### config.mk
export PLATFORM = sky130hd
export DESIGN_NAME = rram_pulse_ctrl
export DESIGN_NICKNAME = d
export VERILOG_FILES = /design/src/rtl/rram_pulse_ctrl.sv
export SDC_FILE = /design/constraint.sdc
export NUM_CORES = 1
export LEC_CHECK = 0
export CAP_MARGIN = 20
export CORE_MARGIN = 3
export CORE_UTILIZATION = 43
export CTS_CLUSTER_DIAMETER = 200
export DETAILED_ROUTE_END_ITERATION = 16
export PLACE_DENSITY = 0.83
export SLEW_MARGIN = 40
export SYNTH_ARGS = -nofsm -noshare
export SYNTH_HDL_FRONTEND = slang
export SYNTH_SLANG_ARGS = --single-unit
### constraint.sdc
create_clock -name wb_clk_i -period 2.5 [get_ports wb_clk_i]
set_clock_uncertainty 0.2 [all_clocks]
set_input_delay 0.25 -clock wb_clk_i [delete_from_list [all_inputs] [get_ports wb_clk_i]]
set_output_delay 0.25 -clock wb_clk_i [all_outputs]
set_load 0.01 [all_outputs]
### src/rtl/rram_pulse_ctrl.sv
// Wishbone-programmed SETUP/PULSE/HOLD sequencer driving the RRAM array selects,
// pulse enables and sense-amp strobe, with status capture and a completion interrupt.
module rram_pulse_ctrl #(
  parameter int unsigned ROW_W     = 3,
  parameter int unsigned COL_W     = 3,
  parameter int unsigned PW_W      = 16,
  parameter int unsigned SETUP_CYC = 2,
  parameter int unsigned HOLD_CYC  = 2,
  parameter logic [31:0] BASE_ADR  = 32'h3000_0000
) (
  input  logic                  wb_clk_i,
  input  logic                  wb_rst_ni,
  input  logic                  wbs_stb_i,
  input  logic                  wbs_cyc_i,
  input  logic                  wbs_we_i,
  input  logic [3:0]            wbs_sel_i,
  input  logic [31:0]           wbs_adr_i,
  input  logic [31:0]           wbs_dat_i,
  output logic                  wbs_ack_o,
  output logic [31:0]           wbs_dat_o,
  output logic [2**ROW_W-1:0]   wl_sel,
  output logic [2**COL_W-1:0]   bl_sel,
  output logic                  set_en,
  output logic                  reset_en,
  output logic                  form_en,
  output logic                  read_en,
  output logic                  sa_strobe,
  input  logic                  sa_out,
  output logic                  irq
);

  localparam int unsigned ROWS = 2**ROW_W;
  localparam int unsigned COLS = 2**COL_W;

  localparam logic [1:0] OP_READ  = 2'b00;
  localparam logic [1:0] OP_SET   = 2'b01;
  localparam logic [1:0] OP_RESET = 2'b10;
  localparam logic [1:0] OP_FORM  = 2'b11;

  localparam logic [1:0] REG_CTRL   = 2'd0;
  localparam logic [1:0] REG_ADDR   = 2'd1;
  localparam logic [1:0] REG_PW     = 2'd2;
  localparam logic [1:0] REG_STATUS = 2'd3;

  typedef enum logic [2:0] {S_IDLE, S_SETUP, S_PULSE, S_HOLD, S_DONE} state_t;

  state_t            state;
  logic [PW_W-1:0]   cnt;
  logic [PW_W-1:0]   pw;
  logic [ROW_W-1:0]  row;
  logic [COL_W-1:0]  col;
  logic [1:0]        op;
  logic              busy, done, err, rbit;

  logic              req, hit, new_req, acc, cfg_wr, cfg_ok, rd_status, start;
  logic [1:0]        reg_idx;
  logic [31:0]       rd_word, pw_merge;
  logic [PW_W-1:0]   pw_next;
  logic              unused_ok;

  assign unused_ok = ^{wbs_adr_i[1:0], wbs_sel_i[3:2], wbs_dat_i[31:16]};

  // Bus decode: the request is acked one cycle later and takes effect at the end of the ack cycle
  always_comb begin
    req       = wbs_stb_i & wbs_cyc_i;
    hit       = (wbs_adr_i[31:4] == BASE_ADR[31:4]);
    reg_idx   = wbs_adr_i[3:2];
    new_req   = req & ~wbs_ack_o;
    acc       = req & wbs_ack_o & hit;
    cfg_wr    = acc & wbs_we_i & (reg_idx != REG_STATUS);
    cfg_ok    = cfg_wr & ~busy;
    rd_status = acc & ~wbs_we_i & (reg_idx == REG_STATUS);
    start     = cfg_ok & (reg_idx == REG_CTRL) & wbs_sel_i[0] & wbs_dat_i[0];

    pw_merge = 32'(pw);
    if (wbs_sel_i[0]) pw_merge[7:0]  = wbs_dat_i[7:0];
    if (wbs_sel_i[1]) pw_merge[15:8] = wbs_dat_i[15:8];
    pw_next = PW_W'(pw_merge);
    if (pw_next == '0) pw_next = PW_W'(1);

    rd_word = '0;
    case (reg_idx)
      REG_CTRL:   rd_word[2:1] = op;
      REG_ADDR: begin
        rd_word[ROW_W-1:0] = row;
        rd_word[COL_W+7:8] = col;
      end
      REG_PW:     rd_word[PW_W-1:0] = pw;
      default:    rd_word[3:0] = {rbit, err, done, busy};
    endcase
  end

  always_ff @(posedge wb_clk_i) begin
    if (!wb_rst_ni) begin
      state     <= S_IDLE;
      cnt       <= '0;
      pw        <= PW_W'(1);
      row       <= '0;
      col       <= '0;
      op        <= OP_READ;
      busy      <= 1'b0;
      done      <= 1'b0;
      err       <= 1'b0;
      rbit      <= 1'b0;
      wbs_ack_o <= 1'b0;
      wbs_dat_o <= '0;
      wl_sel    <= '0;
      bl_sel    <= '0;
      set_en    <= 1'b0;
      reset_en  <= 1'b0;
      form_en   <= 1'b0;
      read_en   <= 1'b0;
      sa_strobe <= 1'b0;
      irq       <= 1'b0;
    end else begin
      wbs_ack_o <= new_req;
      wbs_dat_o <= (new_req & hit & ~wbs_we_i) ? rd_word : '0;

      if (rd_status) begin
        done <= 1'b0;
        err  <= 1'b0;
      end
      if (cfg_wr & busy) err <= 1'b1;

      // Configuration registers are frozen while a sequence is in flight
      if (cfg_ok) begin
        case (reg_idx)
          REG_CTRL: if (wbs_sel_i[0]) op <= wbs_dat_i[2:1];
          REG_ADDR: begin
            if (wbs_sel_i[0]) row <= wbs_dat_i[ROW_W-1:0];
            if (wbs_sel_i[1]) col <= wbs_dat_i[COL_W+7:8];
          end
          REG_PW:   pw <= pw_next;
          default:  ;
        endcase
      end

      case (state)
        S_IDLE: begin
          if (start) begin
            state  <= S_SETUP;
            busy   <= 1'b1;
            cnt    <= PW_W'(SETUP_CYC - 1);
            wl_sel <= ROWS'(1) << row;
            bl_sel <= COLS'(1) << col;
          end
        end
        S_SETUP: begin
          if (cnt == '0) begin
            state     <= S_PULSE;
            cnt       <= pw - PW_W'(1);
            read_en   <= (op == OP_READ);
            set_en    <= (op == OP_SET);
            reset_en  <= (op == OP_RESET);
            form_en   <= (op == OP_FORM);
            sa_strobe <= (op == OP_READ) && (pw == PW_W'(1));
          end else begin
            cnt <= cnt - PW_W'(1);
          end
        end
        S_PULSE: begin
          // Strobe is raised so that it lines up with the final pulse cycle
          if (cnt == '0) begin
            state     <= S_HOLD;
            cnt       <= PW_W'(HOLD_CYC - 1);
            read_en   <= 1'b0;
            set_en    <= 1'b0;
            reset_en  <= 1'b0;
            form_en   <= 1'b0;
            sa_strobe <= 1'b0;
            if (op == OP_READ) rbit <= sa_out;
          end else begin
            cnt       <= cnt - PW_W'(1);
            sa_strobe <= (op == OP_READ) && (cnt == PW_W'(1));
          end
        end
        S_HOLD: begin
          if (cnt == '0) begin
            state  <= S_DONE;
            wl_sel <= '0;
            bl_sel <= '0;
            irq    <= 1'b1;
          end else begin
            cnt <= cnt - PW_W'(1);
          end
        end
        S_DONE: begin
          state <= S_IDLE;
          irq   <= 1'b0;
          busy  <= 1'b0;
          done  <= 1'b1;
        end
        default: state <= S_IDLE;
      endcase
    end
  end

endmodule

==> impl_metrics.yaml <==
die:
  rows: 36
  coreArea_um2: 9950
  ios: 129
  initial_core_util_pct: 45.2
  die_x_um: 108
  die_h_um: 108
  dieArea_um2: 11700
logic_synthesis:
  synth_commonest_cells: "dfxtp_1 (86), nand2_1 (63), o21ai_0 (42)"
  synth-seq-area-share_pct: 38.2
  yosysWarnings: 0
  synth_ff_type: "dfxtp_1"
  synth_cells: 554
  synthTopCellsByArea: "dfxtp_1 (38%), nand2_1 (5.3%), o21ai_0 (4.7%)"
  ys_seq_elements: 86
  syn-cell-area_um2: 4500
  netlist-cell-type-count: 65
  synth_edf_count: 0
  syn_avg_cell_area_um2: 8.13
  yosysTopAreaCell: "dfxtp_1"
  async_flop_share_pct: 0
  synth_top_area_share_pct: 38.2
  synth.most_common_cell: "dfxtp_1"
power:
  intPower_w: 0.00193
  combPwrFrac_pct: 7.3
  p_per_area_nw_per_um2: 424
  clockPowerShare_pct: 39.3
  p_leak_nw: 2.26
  p_seq_share_pct: 53.4
  vdd_drop_max_mv: 0.245
  switching_share_pct: 24.6
  switchingPower_w: 0.000632
critical_path:
  ff2ff_setup_slack_ns: 0.1
  critPathCaptureType: "flop"
  critPathMaxStageDelay_ns: 0.41
  crit_fanout: 12
  cp_cell_sequence: "inv_1 -> ha_2 -> nor4b_2 -> and4_1 -> maj3_4 -> buf_4 -> o32a_1 -> nor2_1 -> o21a_1"
  cp-start-kind: "flop"
  reg2reg_to: "cnt[11]"
  worst_path_dominant_cell_family: "adder cells"
  startpoint: "cnt[1]"
  cp_slowest_cell: "maj3_4"
  timing_worst_setup_path_type: "flop to flop"
  path_buf_inv: 2
  rr_worst_depth: 9
  worst_ep_required_time_ns: 2.60
  crit_arrival_ns: 2.51
  rr_startpoint: "cnt[1]"
grt:
  grt_max_degree: 67
  grt_pass1_vias: 4530
  overflow: 0
  antenna_found_initial: 0
  grtUsageTotal_pct: 23.7
  grt_pass1_wl_mm: 22.2
place:
  placed_cells: 805
  gp_congestion: 0.889
  placement.io_buffers: 92
  place_hpwl_mm: 10.1
detailed_routing:
  route.antenna.remaining_nets: 0
  drt_wl_total_mm: 13.6
  drcViolationCount: 0
  dr.pass1.iters: 5
  drtIter0Drc: 279
  routed-via-count: 4746
  viasPerCell: 5.77
  wl_per_cell_um: 16.5
final_layout:
  num-fill-cells: 852
  drive_above_1_share_pct: 14.5
  area_growth_pct: 34.3
  fin_cells: 822
  post-route-util_pct: 60.7
  nets: 768
  antennaDiodeCount: 0
clocking:
  cts_buffers: 9
  clock_sink_count: 86
  clk_pin_slew_worst_paths_ns: 0.09
  cts-root-buf: "clkbuf_8"
  cts_buffer_depth: 2
  cts_tree: "built"
  cts_htree_levels: 3
  insertion_delay_ns: 0.37
sta:
  timing.fmax_ghz: 0.416
  report.final.slew_viol_count: 0
  whs_ns: 0.259
  min_period_ns: 2.40
  max_slew_margin_pct: 54.2
  rsz0062_at_grt: "false"
  hold_viol_final: 0
  period_share_pct: 96.2
  timing.final.setup_violations: 0
  worst_pin_slew_ns: 0.687
worst_hold_path:
  min_delay_path_depth: 2
  min_to: "read_en"
  min_from: "read_en"
  hold_class: "flop to flop"
run_status:
  status: "complete, no violations"
run:
  cap_violations: 0
[how the worst max path moves through the flow]
stage / depth (start not counted) / slack (ns) / end
floorplan: 10 / 0.16 / cnt[11]
global placement: 8 / -0.11 / wl_sel[7]
detailed placement: 8 / -0.21 / bl_sel[7]
CTS: 8 / 0.03 / cnt[3]
global route: 8 / 0.006 / bl_sel[7]
finish: 9 / 0.1 / cnt[11]
[sequential cells by signal, summed over array words and instances, names as in the netlist]
signal     count
set_en         1
cnt           16
err            1
reset_en       1
pw            16
form_en        1
wbs_dat_o     16
row            3
bl_sel         8
state          3
read_en        1
op             2
done           1
wbs_ack_o      1
col            3
busy           1
sa_strobe      1
rbit           1
wl_sel         8
irq            1
[power by group through the flow]
stage / sequential (W) / clock [W] / combinational [W]
after floorplan: 0.00140 / 0 / 0.0000779
after global placement: 0.00140 / 0 / 0.000178
after detailed placement: 0.00140 / 0 / 0.000182
after CTS: 0.00137 / 0.00101 / 0.000184
after global routing: 0.00137 / 0.00107 / 0.000200
final: 0.00137 / 0.00101 / 0.000187
[layer usage]
layer / wire, um / global-route usage, % / up-vias
met2: 6520 / 40.0 / 234
met1: 5670 / 30.6 / 2224
met5: 0 / 0 / -
met4: 333 / 9.11 / 0
li1: - / - / 2258
met3: 1060 / 3.52 / 30
[worst reg2reg max path, stage by stage (launching register included)]
cell	delay, ns
dfxtp_1	0.34
inv_1	0.07
ha_2	0.19
nor4b_2	0.17
and4_1	0.23
maj3_4	0.41
buf_4	0.17
o32a_1	0.33
nor2_1	0.11
o21a_1	0.11
[stage by stage]
stage / TNS, ns / total power [W] / instance area (um2) / setup slack [ns]
after floorplan: 0 / 0.00148 / 4560 / 0.161
after global placement: -2.46 / 0.00158 / 5820 / -0.110
after detailed placement: -6.13 / 0.00158 / 5820 / -0.207
after CTS: 0 / 0.00256 / 6020 / 0.0274
after global routing: 0 / 0.00264 / 6050 / 0.00560
final: 0 / 0.00257 / 6050 / 0.0956
[layout make-up]
class	instances	area (um2)	area share, %
Multi-Input combinational cell	421	2520	41.7
Timing Repair Buffer	153	1390	23.0
Clock buffer	9	124	2.05
Tap cell	133	166	2.75
Clock inverter	6	70.1	1.16
Sequential cell	86	1720	28.5
Inverter	14	52.6	0.869
[logic make-up after synthesis]
group	after synthesis	synth area share, %
xor+xnor	14	2.72
simple gates	246	30.3
compound gates	133	18.0
mux	2	0.445
fa+ha+maj	10	2.81
other cells	1	0.0833
buf+inv	62	7.39
flops	86	38.2
[what timing repair did]
item / in CTS / in global routing
setup buffers: 0 / 1
hold endpoints to repair: 1 / 0
gates resized for setup: 0 / 6
endpoints found under the setup margin: 0 / 13
hold buffers: 1 / 0
[layout by cell type, fill, tap and decap left out, types with 4 or more instances in the layout]
cell,count
a21oi_1,34
a22oi_1,4
and3_1,9
buf_4,59
clkbuf_8,9
clkdlybuf4s50_1,91
conb_1,16
dfxtp_1,86
ha_1,8
inv_1,12
nand2_1,63
nand2b_1,8
nand3_1,35
nand4_1,11
nor2_1,39
nor3_1,14
nor4_1,19
nor4_2,6
o21ai_0,42
o22ai_1,21
or3_1,7
or4_1,7
xor2_1,11
(Power assumes the default switching activity.)
